`config.mk`:
```
export PLATFORM = sky130hd
export DESIGN_NAME = complex_op_stream_gen
export DESIGN_NICKNAME = d
export VERILOG_FILES = /design/src/rtl/complex_op_stream_gen.sv
export SDC_FILE = /design/constraint.sdc
export NUM_CORES = 1
export LEC_CHECK = 0
export ABC_CLOCK_PERIOD_IN_PS = 6980
export CORE_MARGIN = 3
export CORE_UTILIZATION = 45
export CTS_CLUSTER_DIAMETER = 30
export DETAILED_ROUTE_END_ITERATION = 16
export DONT_BUFFER_PORTS = 1
export SLEW_MARGIN = 20
export SYNTH_ARGS = -nofsm -noshare
export SYNTH_HDL_FRONTEND = slang
export SYNTH_SLANG_ARGS = --single-unit
```
`constraint.sdc`:
```
create_clock -name clk -period 6.98 [get_ports clk]
set_input_delay 1.396 -clock clk [delete_from_list [all_inputs] [get_ports clk]]
set_output_delay 1.396 -clock clk [all_outputs]
set_load 0.005 [all_outputs]
```
`src/rtl/complex_op_stream_gen.sv`:
```
// complex_op_stream_gen
//   Operand-stream generator for the complex multiplier. Drives (op_1, op_2)
//   operand pairs over a valid/ready handshake in constant, incrementing or
//   LFSR pattern mode, for a run of num_ops transactions started by start.
//
//   Optional build macro: COMPLEX_STREAM_GAP_EN
//     defined   -> op_val drops for one cycle after every non-final accept
//     undefined -> back-to-back transfers, one per cycle
//
//   Ports:
//     clk, rst            clock, async active-high reset
//     sw_rst              sync software reset (same effect as rst)
//     start, mode,        run control; mode/num_ops sampled on start in IDLE
//     num_ops
//     op_ready / op_val   handshake with the multiplier
//     op_1_re .. op_2_im  operand fields
//     busy, done          run in progress / one-cycle end-of-run pulse
//     sent_cnt            transactions accepted in the current/last run
module complex_op_stream_gen #(
    parameter int unsigned DATA_WIDTH = 8,
    parameter int unsigned CNT_WIDTH  = 8,
    parameter int unsigned OP_1_RE    = 2,
    parameter int unsigned OP_1_IM    = 4,
    parameter int unsigned OP_2_RE    = 3,
    parameter int unsigned OP_2_IM    = 6,
    parameter logic [31:0] LFSR_SEED  = 32'h0000_0001
) (
    input  logic                  clk,
    input  logic                  rst,
    input  logic                  sw_rst,
    input  logic                  start,
    input  logic [1:0]            mode,
    input  logic [CNT_WIDTH-1:0]  num_ops,
    input  logic                  op_ready,
    output logic                  op_val,
    output logic [DATA_WIDTH-1:0] op_1_re,
    output logic [DATA_WIDTH-1:0] op_1_im,
    output logic [DATA_WIDTH-1:0] op_2_re,
    output logic [DATA_WIDTH-1:0] op_2_im,
    output logic                  busy,
    output logic                  done,
    output logic [CNT_WIDTH-1:0]  sent_cnt
);

    typedef enum logic [1:0] {IDLE, SEND, FIN} state_t;

    localparam logic [31:0] LFSR_TAPS = 32'hA300_0000;

    // Field order in the packed arrays: 0=op_1_re, 1=op_1_im, 2=op_2_re, 3=op_2_im
    localparam logic [3:0][31:0] SEEDS = {LFSR_SEED + 32'd3, LFSR_SEED + 32'd2,
                                          LFSR_SEED + 32'd1, LFSR_SEED};
    localparam logic [3:0][DATA_WIDTH-1:0] OP_INIT = {DATA_WIDTH'(OP_2_IM), DATA_WIDTH'(OP_2_RE),
                                                      DATA_WIDTH'(OP_1_IM), DATA_WIDTH'(OP_1_RE)};

    function automatic logic [31:0] lfsr_step(input logic [31:0] s);
        return (s >> 1) ^ (s[0] ? LFSR_TAPS : 32'h0);
    endfunction

    state_t                      state_q, state_d;
    logic [1:0]                  mode_q, mode_d;
    logic [CNT_WIDTH-1:0]        num_q, num_d;
    logic [CNT_WIDTH-1:0]        cnt_q, cnt_d, cnt_inc;
    logic                        gap_q, gap_d;
    logic [3:0][DATA_WIDTH-1:0]  ops_q, ops_d;
    logic [3:0][31:0]            lfsr_q, lfsr_d;
    logic                        accept;

    assign op_val   = (state_q == SEND) && !gap_q;
    assign busy     = (state_q == SEND);
    assign done     = (state_q == FIN);
    assign sent_cnt = cnt_q;
    assign op_1_re  = ops_q[0];
    assign op_1_im  = ops_q[1];
    assign op_2_re  = ops_q[2];
    assign op_2_im  = ops_q[3];
    assign accept   = op_val && op_ready;
    assign cnt_inc  = cnt_q + 1'b1;

    always_comb begin
        state_d = state_q;
        mode_d  = mode_q;
        num_d   = num_q;
        cnt_d   = cnt_q;
        gap_d   = 1'b0;
        ops_d   = ops_q;
        lfsr_d  = lfsr_q;

        case (state_q)
            IDLE: begin
                if (start) begin
                    mode_d = mode;
                    num_d  = num_ops;
                    cnt_d  = '0;
                    lfsr_d = SEEDS;
                    for (int unsigned k = 0; k < 4; k++) begin
                        ops_d[k] = (mode == 2'd2) ? SEEDS[k][DATA_WIDTH-1:0] : OP_INIT[k];
                    end
                    state_d = (num_ops == '0) ? FIN : SEND;
                end
            end
            SEND: begin
                if (accept) begin
                    cnt_d = cnt_inc;
                    if (cnt_inc == num_q) begin
                        state_d = FIN;
                    end else begin
`ifdef COMPLEX_STREAM_GAP_EN
                        gap_d = 1'b1;
`endif
                        for (int unsigned k = 0; k < 4; k++) begin
                            if (mode_q == 2'd1) begin
                                ops_d[k] = ops_q[k] + 1'b1;
                            end else if (mode_q == 2'd2) begin
                                lfsr_d[k] = lfsr_step(lfsr_q[k]);
                                ops_d[k]  = lfsr_d[k][DATA_WIDTH-1:0];
                            end
                        end
                    end
                end
            end
            FIN: begin
                state_d = IDLE;
            end
            default: begin
                state_d = IDLE;
            end
        endcase

        // Software reset folded into next-state so the register process
        // only carries the asynchronous reset.
        if (sw_rst) begin
            state_d = IDLE;
            mode_d  = '0;
            num_d   = '0;
            cnt_d   = '0;
            gap_d   = 1'b0;
            ops_d   = OP_INIT;
            lfsr_d  = SEEDS;
        end
    end

    always_ff @(posedge clk or posedge rst) begin
        if (rst) begin
            state_q <= IDLE;
            mode_q  <= '0;
            num_q   <= '0;
            cnt_q   <= '0;
            gap_q   <= 1'b0;
            ops_q   <= OP_INIT;
            lfsr_q  <= SEEDS;
        end else begin
            state_q <= state_d;
            mode_q  <= mode_d;
            num_q   <= num_d;
            cnt_q   <= cnt_d;
            gap_q   <= gap_d;
            ops_q   <= ops_d;
            lfsr_q  <= lfsr_d;
        end
    end

endmodule
```
Word level (Yosys, flattened, before mapping)
Cells that the tools add are included.

storage, ports and cells
  register bits = 180
  memories = 0
  bits in latches = 0
  ROM bits = 0
  logic and storage cells = 94
  output and inout bits = 43
  memory bits (writable) = 0

cells by class
  add/sub/neg operators = 5
  mux-type cells = 49
  divide/modulo/power cells = 0
  equality and inequality tests = 13
  $mul = 0
  reductions and logical operators = 11
  order comparisons = 0
  bitwise operators = 4
  shift-type cells = 0

operator list
  kind                   number
  $mux W128              4
  $mux W32               16
  $pmux W128 S2          1
  $xor A31 B32 Y32       4
  $mux W8                14
  $pmux W32 S2           1
  $add A8 B1 Y8 const B  5
  $mux W2                10
  $pmux W8 S2            1
  $ne A3 B2 Y1 const B   3
  $ne A3 B3 Y1 const B   3
  $eq A8 B8 Y1           1
  $logic_not A8 Y1       1
  $eq A2 B2 Y1 const B   3
  $reduce_and A3 Y1      2
  $reduce_and A6 Y1      1
  $reduce_and A5 Y1      1
  $eq A2 B1 Y1 const B   2
  $ne A4 B2 Y1 const B   1
  $pmux W2 S2            1
  $reduce_bool A2 Y1     2
  $mux W3                1
  $reduce_bool A3 Y1     1
  $logic_not A2 Y1       1
  other kinds (2)        2

Logic depth before layout (Yosys ltp)
  depth after elaboration = 8
  mapped depth = 9
  depth with buffers taken out = 7

Worst setup path before layout
Ideal clock, no wire load.

  path type = input to register
  start point = input port op_ready
  end point = register lfsr_q[106] in the netlist's numbering
  stages = 8
  arrival time = 2.919 ns
  required time = 6.859 ns
  setup slack = 3.940 ns
  cells stage by stage = mux2_2 -> a21oi_1 -> nand2b_1 -> clkbuf_1 -> nor3_2 -> buf_2 -> buf_2 -> a22o_1

between the ends
  word-level cells in the longest chain between the ends = 3

ends and longest elaborated chain
  what                                line  source
  from (decl)                         34    input logic op_ready,
  $logic_and A1 B1 Y1                 76    assign accept = op_val && op_ready;
  $ne A3 B2 Y1 (no source line)       n/a
  $reduce_and A6 Y1 (no source line)  n/a
  to (signal assigned)                158   lfsr_q <= lfsr_d;
  to (decl)                           65    logic [3:0][31:0] lfsr_q, lfsr_d;

Every way passes these cells.
A chain may end at the register's enable or synchronous reset.

Worst setup path after layout
  start point = input port op_ready
  end point = register lfsr_q[16] in the netlist's numbering

The elaborated chain is that of the path after synthesis.

==> impl_metrics.json <==
{
  "design.core.area_um2": 16900,
  "mostFrequentLayoutCells": "169 x dfrtp_1, 131 x a22o_1, 36 x inv_1",
  "area_growth_pct": 10.1,
  "min_to": "lfsr_q[98]",
  "internal_power_w": 0.00190,
  "final_nets": 687,
  "rows": 47,
  "antenna_found_initial": 0,
  "worst_slack_ps": 3160,
  "crit_path_start_kind": "input port",
  "totalNegativeSetupSlack_ps": 0,
  "max_slew.worst_pin.slew_ps": 1010,
  "synthDistinctLibCells": 48,
  "synth_cells": 694,
  "power_frac_comb_pct": 16.3,
  "die_area_um2": 19300,
  "routed-via-count": 5491,
  "p_sw_share_pct": 28.9,
  "clock_latency_ps": 420,
  "worstHoldStart": "lfsr_q[98]",
  "status": "finished clean",
  "syn_area_per_cell_um2": 11.4,
  "cellLeakagePower_nw": 4.01,
  "fp.dieH_um": 139,
  "finClkSkew_ps": 10.4,
  "path_clk_slew_ps": 70,
  "cp_cell_sequence": "mux2_2 > a21oi_1 > nand2b_1 > nor3_4 > buf_4 > buf_4 > a22o_1",
  "cts_setup_buffers": 0,
  "synth_top_area_share_pct": 53.3,
  "seq_power_share_pct": 42.8,
  "final_layout_size_suffix_gt1_share_pct": 9.44,
  "ys_warn_count": 0,
  "synth-seq-cells": 180,
  "drv_slew": 0,
  "ir_drop_v": 0.000225,
  "wl_per_cell_um": 18.7,
  "crit_family": "compound AO/OA/AOI/OAI gates",
  "cap_viol_max_count": 0,
  "grt_max_degree": 120,
  "clkPwrFrac_pct": 40.9,
  "synth_edf_count": 0,
  "htree_levels": 4,
  "dr.pass1.iters": 7,
  "cts_sinks": 180,
  "worstHoldPathCells": 2,
  "synth_area_um2": 7930,
  "slowest_stage": "a21oi_1",
  "ys_seq_area_share_pct": 57.0,
  "ioPinCount": 58,
  "worstPathArrival_ps": 4120,
  "crit_path_max_incr_delay_ps": 810,
  "synth_top_area_cell": "dfrtp_1",
  "p_switching_w": 0.000773,
  "drc": 0,
  "async_flop_share_pct": 100,
  "grt_pass1_wl_um": 28100,
  "wirelength_um": 16800,
  "setup_viol": 0,
  "cp.required_ps": 7280,
  "timing.slew.headroom_pct": 32.4,
  "period_needed_ps": 3820,
  "fmax_mhz": 262,
  "grtUsageTotal_pct": 17.6,
  "diodes": 0,
  "syn-num-nets": 716,
  "rrSetupSlack_ps": 3390,
  "layout_commonest_cell": "dfrtp_1",
  "ant_nets": 0,
  "yosys-top-cells-area": "dfrtp_1 53%, a22o_1 14%, dfstp_2 3.6%",
  "cts-root-buf": "clkbuf_16",
  "io_buffers": 0,
  "r2r_cells": 8,
  "ctsResizeCount": 0,
  "min_period_over_period_pct": 54.7,
  "numCtsBuffers": 17,
  "gp_congestion": 0.810,
  "initial_core_util_pct": 46.8,
  "clockBufferDepth": 2,
  "hold_violations": 0,
  "grt_pass1_vias": 5187,
  "die_w_um": 139,
  "cts_tree": "built",
  "path_common_cell": "buf_4",
  "r2r-start": "sent_cnt[0]",
  "rsz0062_at_grt": "no",
  "postCtsHoldBufs": 0,
  "grt_overflow": 0,
  "hp-class": "register to register",
  "critPathKind": "input port to register",
  "critPathBufInv": 2,
  "hpwl_um": 10000,
  "path_max_fanout": 67,
  "synth_flop_cell": "dfrtp_1",
  "crit_cells": 7,
  "r2r-end": "lfsr_q[90]",
  "drt_iter0_markers": 486,
  "end_kind": "register",
  "power.density_nw_per_um2": 306,
  "routed_via_density": 6.11,
  "pre_cts_ws_ps": 2810
}
cells in the mapped netlist, drive strengths merged, types with 5 or more instances:
cell / n
a211o: 5
a21oi: 24
a22o: 131
a31oi: 16
and3: 15
buf: 30
clkbuf: 27
dfrtp: 169
dfstp: 11
ha: 7
inv: 37
nand2: 23
nand2b: 10
nand3: 12
nand4: 5
nor2: 33
nor2b: 13
nor3: 8
nor4: 15
o21ai: 23
o22ai: 15
o41ai: 8
xnor2: 6
xor2: 15
power groups by stage:
stage	clock (W)	sequential, W	combinational, W
floorplan	0	0.00114	0.000356
global placement	0	0.00116	0.000417
detailed placement	0	0.00116	0.000432
CTS	0.00111	0.00114	0.000433
global route	0.00116	0.00115	0.000479
finish	0.00109	0.00114	0.000436
how the worst max path moves through the flow:
stage          slack (ps)   startpoint           to
4_1_cts              3130  sent_cnt[0]   lfsr_q[22]
6_report             3160     op_ready   lfsr_q[16]
3_3_place_gp         2910     op_ready  lfsr_q[120]
3_5_place_dp         2810     op_ready   lfsr_q[64]
2_1_floorplan         720          rst  lfsr_q[100]
5_1_grt              3040     op_ready   lfsr_q[16]
layer usage:
| layer | global-route usage, % | vias up | share of wire (%) |
|---|---|---|---|
| met5 | 0 | - | 0 |
| met4 | 4.33 | 0 | 0.81 |
| met3 | 5.24 | 13 | 5.8 |
| met2 | 25.4 | 168 | 46 |
| met1 | 26.3 | 2780 | 48 |
| li1 | - | 2530 | - |
kinds of logic (layout without fill, tap and decap cells):
family	after synthesis	in the layout	share of synthesized area, %
multiplexers	8	8	1.07
AND/OR/NAND/NOR	140	140	9.43
buffers and inverters	94	78	4.97
flip-flops	180	180	57.0
AO/OA/AOI/OAI	243	243	23.9
adder cells (fa/ha/maj)	7	7	1.10
XOR/XNOR	22	22	2.60
state kept, by name (all words and copies together) (netlist names):
register  flops
mode_q        2
op_2_re       8
op_1_im       8
num_q         8
lfsr_q      128
op_1_re       8
op_2_im       8
state_q       2
sent_cnt      8
layout make-up:
cell class                 count  area (µm²)
inverter                      37         144
multi-input combinational    420        3040
clock buffer                  19         453
tap                          220         275
timing repair buffer           9        75.1
sequential                   180        4520
fill                        1495        8210
clock inverter                13         229
stage by stage:
stage	utilization, %	hold slack, ps	power (W)	instances	area (µm²)
floorplan	-	448	0.00150	694	7930
global placement	47.5	479	0.00157	866	8040
detailed placement	47.5	481	0.00159	866	8040
CTS	51.5	495	0.00269	898	8720
global route	51.6	507	0.00279	898	8730
finish	51.6	488	0.00267	898	8730
worst register-to-register path, stage by stage, from the launching register on:
cell,delay (ps)
dfrtp_1,470
ha_1,310
xnor3_1,280
nand3_1,90
or4b_4,580
nor4_4,470
o31a_2,320
buf_6,650
a22o_1,360
(Power assumes the default switching activity.)
